## config.mk

```make
export PLATFORM = sky130hd
export DESIGN_NAME = vector_loader
export DESIGN_NICKNAME = d
export VERILOG_FILES = /design/src/rtl/vector_loader.sv
export SDC_FILE = /design/constraint.sdc
export NUM_CORES = 1
export LEC_CHECK = 0
export BUFFER_PORTS_ARGS = -buffer_cell sky130_fd_sc_hd__buf_4
export CAP_MARGIN = 0
export CORE_ASPECT_RATIO = 0.6
export CORE_MARGIN = 3
export CORE_UTILIZATION = 35
export DETAILED_ROUTE_END_ITERATION = 10
export GPL_TIMING_DRIVEN = 0
export PLACE_DENSITY_LB_ADDON = 0.05
export SLEW_MARGIN = 20
export SYNTH_ARGS = -nofsm -noshare
export SYNTH_HDL_FRONTEND = slang
export SYNTH_SLANG_ARGS = --single-unit
```

## constraint.sdc

```tcl
create_clock -name clk -period 1.8 [get_ports clk]
set_input_delay 0.09 -clock clk [delete_from_list [all_inputs] [get_ports clk]]
set_output_delay 0.09 -clock clk [all_outputs]
set_load 0.005 [all_outputs]
```

## src/rtl/vector_loader.sv

```systemverilog
// Collects a_i/b_i element pairs into a four-entry vector pair.
// The full vector is held until the dot-product stage consumes it.
module vector_loader #(
  parameter int bits_num = 4
) (
  input  logic                clk,
  input  logic                rst_n,
  input  logic                clr,
  input  logic                in_valid,
  output logic                in_ready,
  input  logic [bits_num-1:0] in_a,
  input  logic [bits_num-1:0] in_b,
  input  logic                in_last,
  output logic [bits_num-1:0] a1,
  output logic [bits_num-1:0] a2,
  output logic [bits_num-1:0] a3,
  output logic [bits_num-1:0] a4,
  output logic [bits_num-1:0] b1,
  output logic [bits_num-1:0] b2,
  output logic [bits_num-1:0] b3,
  output logic [bits_num-1:0] b4,
  output logic                out_valid,
  input  logic                out_ready,
  output logic [2:0]          count
);

  typedef enum logic {
    FILL = 1'b0,
    HOLD = 1'b1
  } state_t;

  state_t              state;
  logic [2:0]          cnt;
  logic [bits_num-1:0] va [4];
  logic [bits_num-1:0] vb [4];

  // Handshake flags come straight from the state register.
  assign in_ready  = (state == FILL);
  assign out_valid = (state == HOLD);
  assign count     = cnt;

  assign a1 = va[0];
  assign a2 = va[1];
  assign a3 = va[2];
  assign a4 = va[3];
  assign b1 = vb[0];
  assign b2 = vb[1];
  assign b3 = vb[2];
  assign b4 = vb[3];

  always_ff @(posedge clk or negedge rst_n) begin
    if (!rst_n) begin
      state <= FILL;
      cnt   <= 3'd0;
      for (int i = 0; i < 4; i++) begin
        va[i] <= '0;
        vb[i] <= '0;
      end
    end else if (clr) begin
      state <= FILL;
      cnt   <= 3'd0;
      for (int i = 0; i < 4; i++) begin
        va[i] <= '0;
        vb[i] <= '0;
      end
    end else if (state == FILL) begin
      if (in_valid) begin
        // Slots past an early in_last are zero-padded.
        for (int i = 0; i < 4; i++) begin
          if (3'(i) == cnt) begin
            va[i] <= in_a;
            vb[i] <= in_b;
          end else if (in_last && (3'(i) > cnt)) begin
            va[i] <= '0;
            vb[i] <= '0;
          end
        end
        if (in_last || cnt == 3'd3) begin
          state <= HOLD;
          cnt   <= 3'd4;
        end else begin
          cnt <= cnt + 3'd1;
        end
      end
    end else if (out_ready) begin
      state <= FILL;
      cnt   <= 3'd0;
    end
  end

endmodule

```

==> results.rst <==
.. list-table::
   :header-rows: 1

   * - Metric
     - Value
   * - Critical path data arrival time
     - 1.85 ns
   * - Critical path startpoint category
     - flop
   * - Global-route met2 utilization
     - 27.09%
   * - Total wirelength of the detailed-routed design
     - approximately 5000 µm
   * - Number of buffers and inverters on the critical path
     - 2
   * - Peak-usage layer in the global routing report
     - met2
   * - Clock tree from TritonCTS
     - built
   * - Headroom to the max-slew limit
     - between 50 and 60%
   * - Post-Synthesis Cell Area
     - between 1500 and 2000 µm²
   * - Setup tns final
     - 0 ns
   * - H-tree level count
     - 2
   * - Cells along the critical path
     - inv_1 > ha_1 > nor4bb_1 > buf_4 > a22oi_1 > o2bb2ai_1
   * - Number of buffer cells added on primary ports
     - 50
   * - Number of placement rows
     - 19
   * - Starting density of the core
     - ~38%
   * - Required time at the endpoint of the critical path
     - 2.01 ns
   * - Library cell used as clock root buffer
     - sky130_fd_sc_hd__clkbuf_8
   * - Sequential Power Share
     - 50.0%
   * - Number of antenna-violating nets in the routed design
     - 0
   * - Antenna Diode Count
     - 0
   * - Synthesized area divided by synthesized cell count
     - between 10 and 15 µm²
   * - Logic pwr share
     - roughly 16%
   * - Maximum buffer depth of the clock tree
     - 2
   * - Via count of the first global-routing pass
     - 1526
   * - Flip-flop and latch count after synthesis
     - 36
   * - Highest clock rate
     - a little over 600 MHz
   * - Run status
     - completed
   * - Clk slew on worst S/H paths
     - around 0.08 ns
   * - Detailed Route Iter0 Violations
     - between 100 and 150
   * - Number of endpoints failing setup at the final stage
     - 0
   * - Vertical die dimension
     - between 60 and 70 µm
   * - Core area
     - approximately 4800 µm²
   * - Worst slack, placed
     - -0.001456 ns
   * - Vias after detailed routing
     - between 1.5k and 2k
   * - Dominant delay contributor by cell family on the critical path
     - flip-flops
   * - Static Leakage
     - between 0.001 and 0.0015 µW
   * - Minimum clock period after layout
     - roughly 1.6 ns
   * - Path type of the worst min-delay path
     - primary input to flop
   * - Netlist cell types
     - 34
   * - Post-synthesis to final-layout area growth
     - 32.50%
   * - Global routing met3 resource utilization
     - under 10%
   * - Number of warnings issued by yosys
     - 0
   * - Via density
     - approximately 5.5
   * - Final hold violation count
     - 0
   * - Unrepaired setup endpoints after global routing
     - no
   * - Max-cap check violation count
     - 0
   * - Kind of end point of the critical path
     - flop
   * - Least setup slack across all paths after layout
     - roughly 0.16 ns
   * - Number of instances in the synthesized netlist
     - between 150 and 200
   * - Final Skew
     - approximately 0.0074 ns
   * - Net count after synthesis
     - between 150 and 200
   * - Worst-Skew Late Latency
     - around 0.29 ns
   * - Total overflow reported by the global router
     - 0
   * - Clock power share
     - 34.3%
   * - Proportion of total power due to net switching
     - 26.97%
   * - Most frequent standard cell in the layout excluding fill and tap cells
     - sky130_fd_sc_hd__buf_4
   * - Met1 usage
     - approximately 24%
   * - Classification of the worst setup path
     - flop to flop
   * - Clock buffers created by TritonCTS
     - 5
   * - DRC violations left
     - 0
   * - Cell internal pwr
     - 1255 µW
   * - Post-DR wirelength/cell
     - 17.83 µm
   * - Half-perimeter wire length of the detailed placement result
     - between 3000 and 4000 µm
   * - Pre-Repair DR Iteration Count
     - 4
   * - Layout cell share with drive strength beyond 1
     - approximately 37%
   * - Switching power summed over all nets
     - ~460 µW
   * - Final net count
     - approximately 230
   * - Worst ir drop on vdd
     - ~340 µV
   * - Sequential-to-total area share from yosys stat
     - between 50 and 60%
   * - Maximum number of pins on one net before global-route repair
     - 37
   * - First-pass GRT wire length
     - roughly 8000 µm
   * - Clk sink count
     - 36
   * - Top library cells by usage in the layout, fill and taps aside
     - sky130_fd_sc_hd__buf_4 (55), sky130_fd_sc_hd__dfrtp_1 (34), sky130_fd_sc_hd__inv_1 (21)
   * - Largest fanout on the critical path
     - 10
   * - Number of antenna violations at the first check in global routing
     - 0
   * - Total power density per cell area
     - between 700 and 800 nW/µm²
   * - Transition time at the pin with the least slew margin
     - 0.6414 ns
   * - I/O pin cnt
     - between 50 and 60
   * - Die width
     - 98.44 µm
   * - Period utilization
     - slightly above 90%
   * - Global Route Usage Sum
     - around 17%
   * - Routability congestion estimate
     - approximately 0.89
   * - Fill count
     - 460
   * - Die area
     - 6050 µm²
   * - Maximum single-stage delay on the critical path
     - between 0.4 and 0.5 ns
   * - Slowest library cell on the worst path
     - sky130_fd_sc_hd__dfrtp_2
   * - Slew Viols, Final
     - 0
layer usage:
layer  up-vias  part of all wire (%)
met1       752                    47
met5         -                     0
li1        715                     -
met4         0                  0.84
met2        63                    45
met3         6                   7.4
sequential cells by signal, summed over array words and instances, names as in the netlist:
| name | flops |
|---|---|
| a1 | 4 |
| a2 | 4 |
| a3 | 4 |
| a4 | 4 |
| b1 | 4 |
| b2 | 4 |
| b3 | 4 |
| b4 | 4 |
| count | 3 |
| out_valid | 1 |
cells in the mapped netlist:
| library cell | instances | area [µm²] |
|---|---|---|
| sky130_fd_sc_hd__o21ai_2 | 1 | 8.760 |
| sky130_fd_sc_hd__buf_2 | 6 | 30.03 |
| sky130_fd_sc_hd__o21ai_0 | 1 | 5.000 |
| sky130_fd_sc_hd__nor4bb_1 | 1 | 10.01 |
| sky130_fd_sc_hd__a221o_1 | 1 | 10.01 |
| sky130_fd_sc_hd__dfrtp_1 | 36 | 900.9 |
| sky130_fd_sc_hd__inv_1 | 21 | 78.83 |
| sky130_fd_sc_hd__nor4b_1 | 1 | 8.760 |
| sky130_fd_sc_hd__a211oi_2 | 1 | 12.51 |
| sky130_fd_sc_hd__o211ai_1 | 1 | 7.510 |
| sky130_fd_sc_hd__buf_6 | 1 | 11.26 |
| sky130_fd_sc_hd__o2bb2ai_1 | 16 | 140.1 |
| sky130_fd_sc_hd__nand2b_4 | 1 | 13.76 |
| sky130_fd_sc_hd__clkbuf_1 | 2 | 7.510 |
| sky130_fd_sc_hd__o32ai_1 | 16 | 140.1 |
| sky130_fd_sc_hd__nand2b_1 | 9 | 56.30 |
| sky130_fd_sc_hd__a21oi_1 | 5 | 25.02 |
| sky130_fd_sc_hd__nor2b_1 | 1 | 6.260 |
| sky130_fd_sc_hd__ha_1 | 3 | 37.54 |
| sky130_fd_sc_hd__a221oi_4 | 1 | 26.28 |
| sky130_fd_sc_hd__and4bb_2 | 1 | 12.51 |
| sky130_fd_sc_hd__a22oi_1 | 16 | 120.1 |
| sky130_fd_sc_hd__inv_2 | 1 | 3.750 |
| sky130_fd_sc_hd__and2b_1 | 1 | 7.510 |
| sky130_fd_sc_hd__and3b_2 | 1 | 10.01 |
| sky130_fd_sc_hd__nand3_1 | 2 | 10.01 |
| sky130_fd_sc_hd__nand2_1 | 3 | 11.26 |
| sky130_fd_sc_hd__clkbuf_2 | 1 | 5.000 |
| sky130_fd_sc_hd__o2111ai_4 | 1 | 26.28 |
| sky130_fd_sc_hd__nor4_4 | 1 | 21.27 |
| sky130_fd_sc_hd__nor3_2 | 1 | 10.01 |
| sky130_fd_sc_hd__o2111ai_1 | 1 | 8.760 |
| sky130_fd_sc_hd__buf_4 | 1 | 7.510 |
| sky130_fd_sc_hd__nor2_1 | 1 | 3.750 |
path summary, 6_finish.rpt:
| check | endpoint | depth (start not counted) | slack [ns] | from |
|---|---|---|---|---|
| min in group asynchronous | b2[1] | 2 | 0.30 | rst_n |
| setup reg to reg | a1[3] | 6 | 0.16 | count[0] |
| hold / removal | out_valid | 3 | 0.07 | out_ready |
| max in group asynchronous | count[1] | 2 | 1.15 | rst_n |
| setup / recovery | a1[3] | 6 | 0.16 | count[0] |
| hold reg to reg | a3[3] | 1 | 0.52 | a3[3] |
repair_timing:
item                                    in CTS  in global routing
endpoints found under the setup margin       9                  8
resized for setup                            1                  4
hold buffers                                 1                  0
hold endpoints to repair                    36                  0
setup buffers                                0                  3
final cells by class:
type                       instances  area, µm²  area share, %
clock buffer                       6      82.58          3.474
tap                               63      78.83          3.316
timing repair buffer              54      407.9          17.16
buffer                             9      55.05          2.316
inverter                          22      82.58          3.474
sequential                        36      903.4          38.00
multi-input combinational         88      757.0          31.84
clock inverter                     2      10.01         0.4211
logic make-up (layout without fill, tap and decap cells):
logic type | count (synthesis) | after routing | synth area share, %
AOI/OAI and AO/OA | 61 | 61 | 29.57
buffers and inverters | 33 | 93 | 8.020
DFF | 36 | 36 | 50.21
and+or+nand+nor | 24 | 24 | 10.11
adders and majority gates | 3 | 3 | 2.092
per-stage QoR:
step / utilization [%] / hold slack (ns) / total power, µW / area (µm²) / cells
3_5_place_dp: 47.29 / 0.07848 / 1137 / 2248 / 270
4_1_cts: 49.53 / 0.06515 / 1736 / 2355 / 278
6_report: 50.00 / 0.06911 / 1718 / 2377 / 280
3_3_place_gp: 47.29 / 0.06955 / 1129 / 2248 / 270
2_1_floorplan: - / -0.2056 / 1002 / 1794 / 157
5_1_grt: 50.00 / 0.06835 / 1810 / 2377 / 280
worst reg2reg max path: stages, from the launching register on:
cell and delay [ns]:
sky130_fd_sc_hd__dfrtp_2 0.49, sky130_fd_sc_hd__inv_1 0.12, sky130_fd_sc_hd__ha_1 0.21, sky130_fd_sc_hd__nor4bb_1 0.28, sky130_fd_sc_hd__buf_4 0.21, sky130_fd_sc_hd__a22oi_1 0.09
sky130_fd_sc_hd__o2bb2ai_1 0.16
power groups by stage:
stage               Sequential (µW)  Combinational (µW)  Clock (µW)
global placement                870                 259           0
finish                          859                 269         590
global route                    863                 295         652
floorplan                       869                 132           0
detailed placement              872                 266           0
CTS                             856                 271         609
Power figures use the tool's default switching activity.
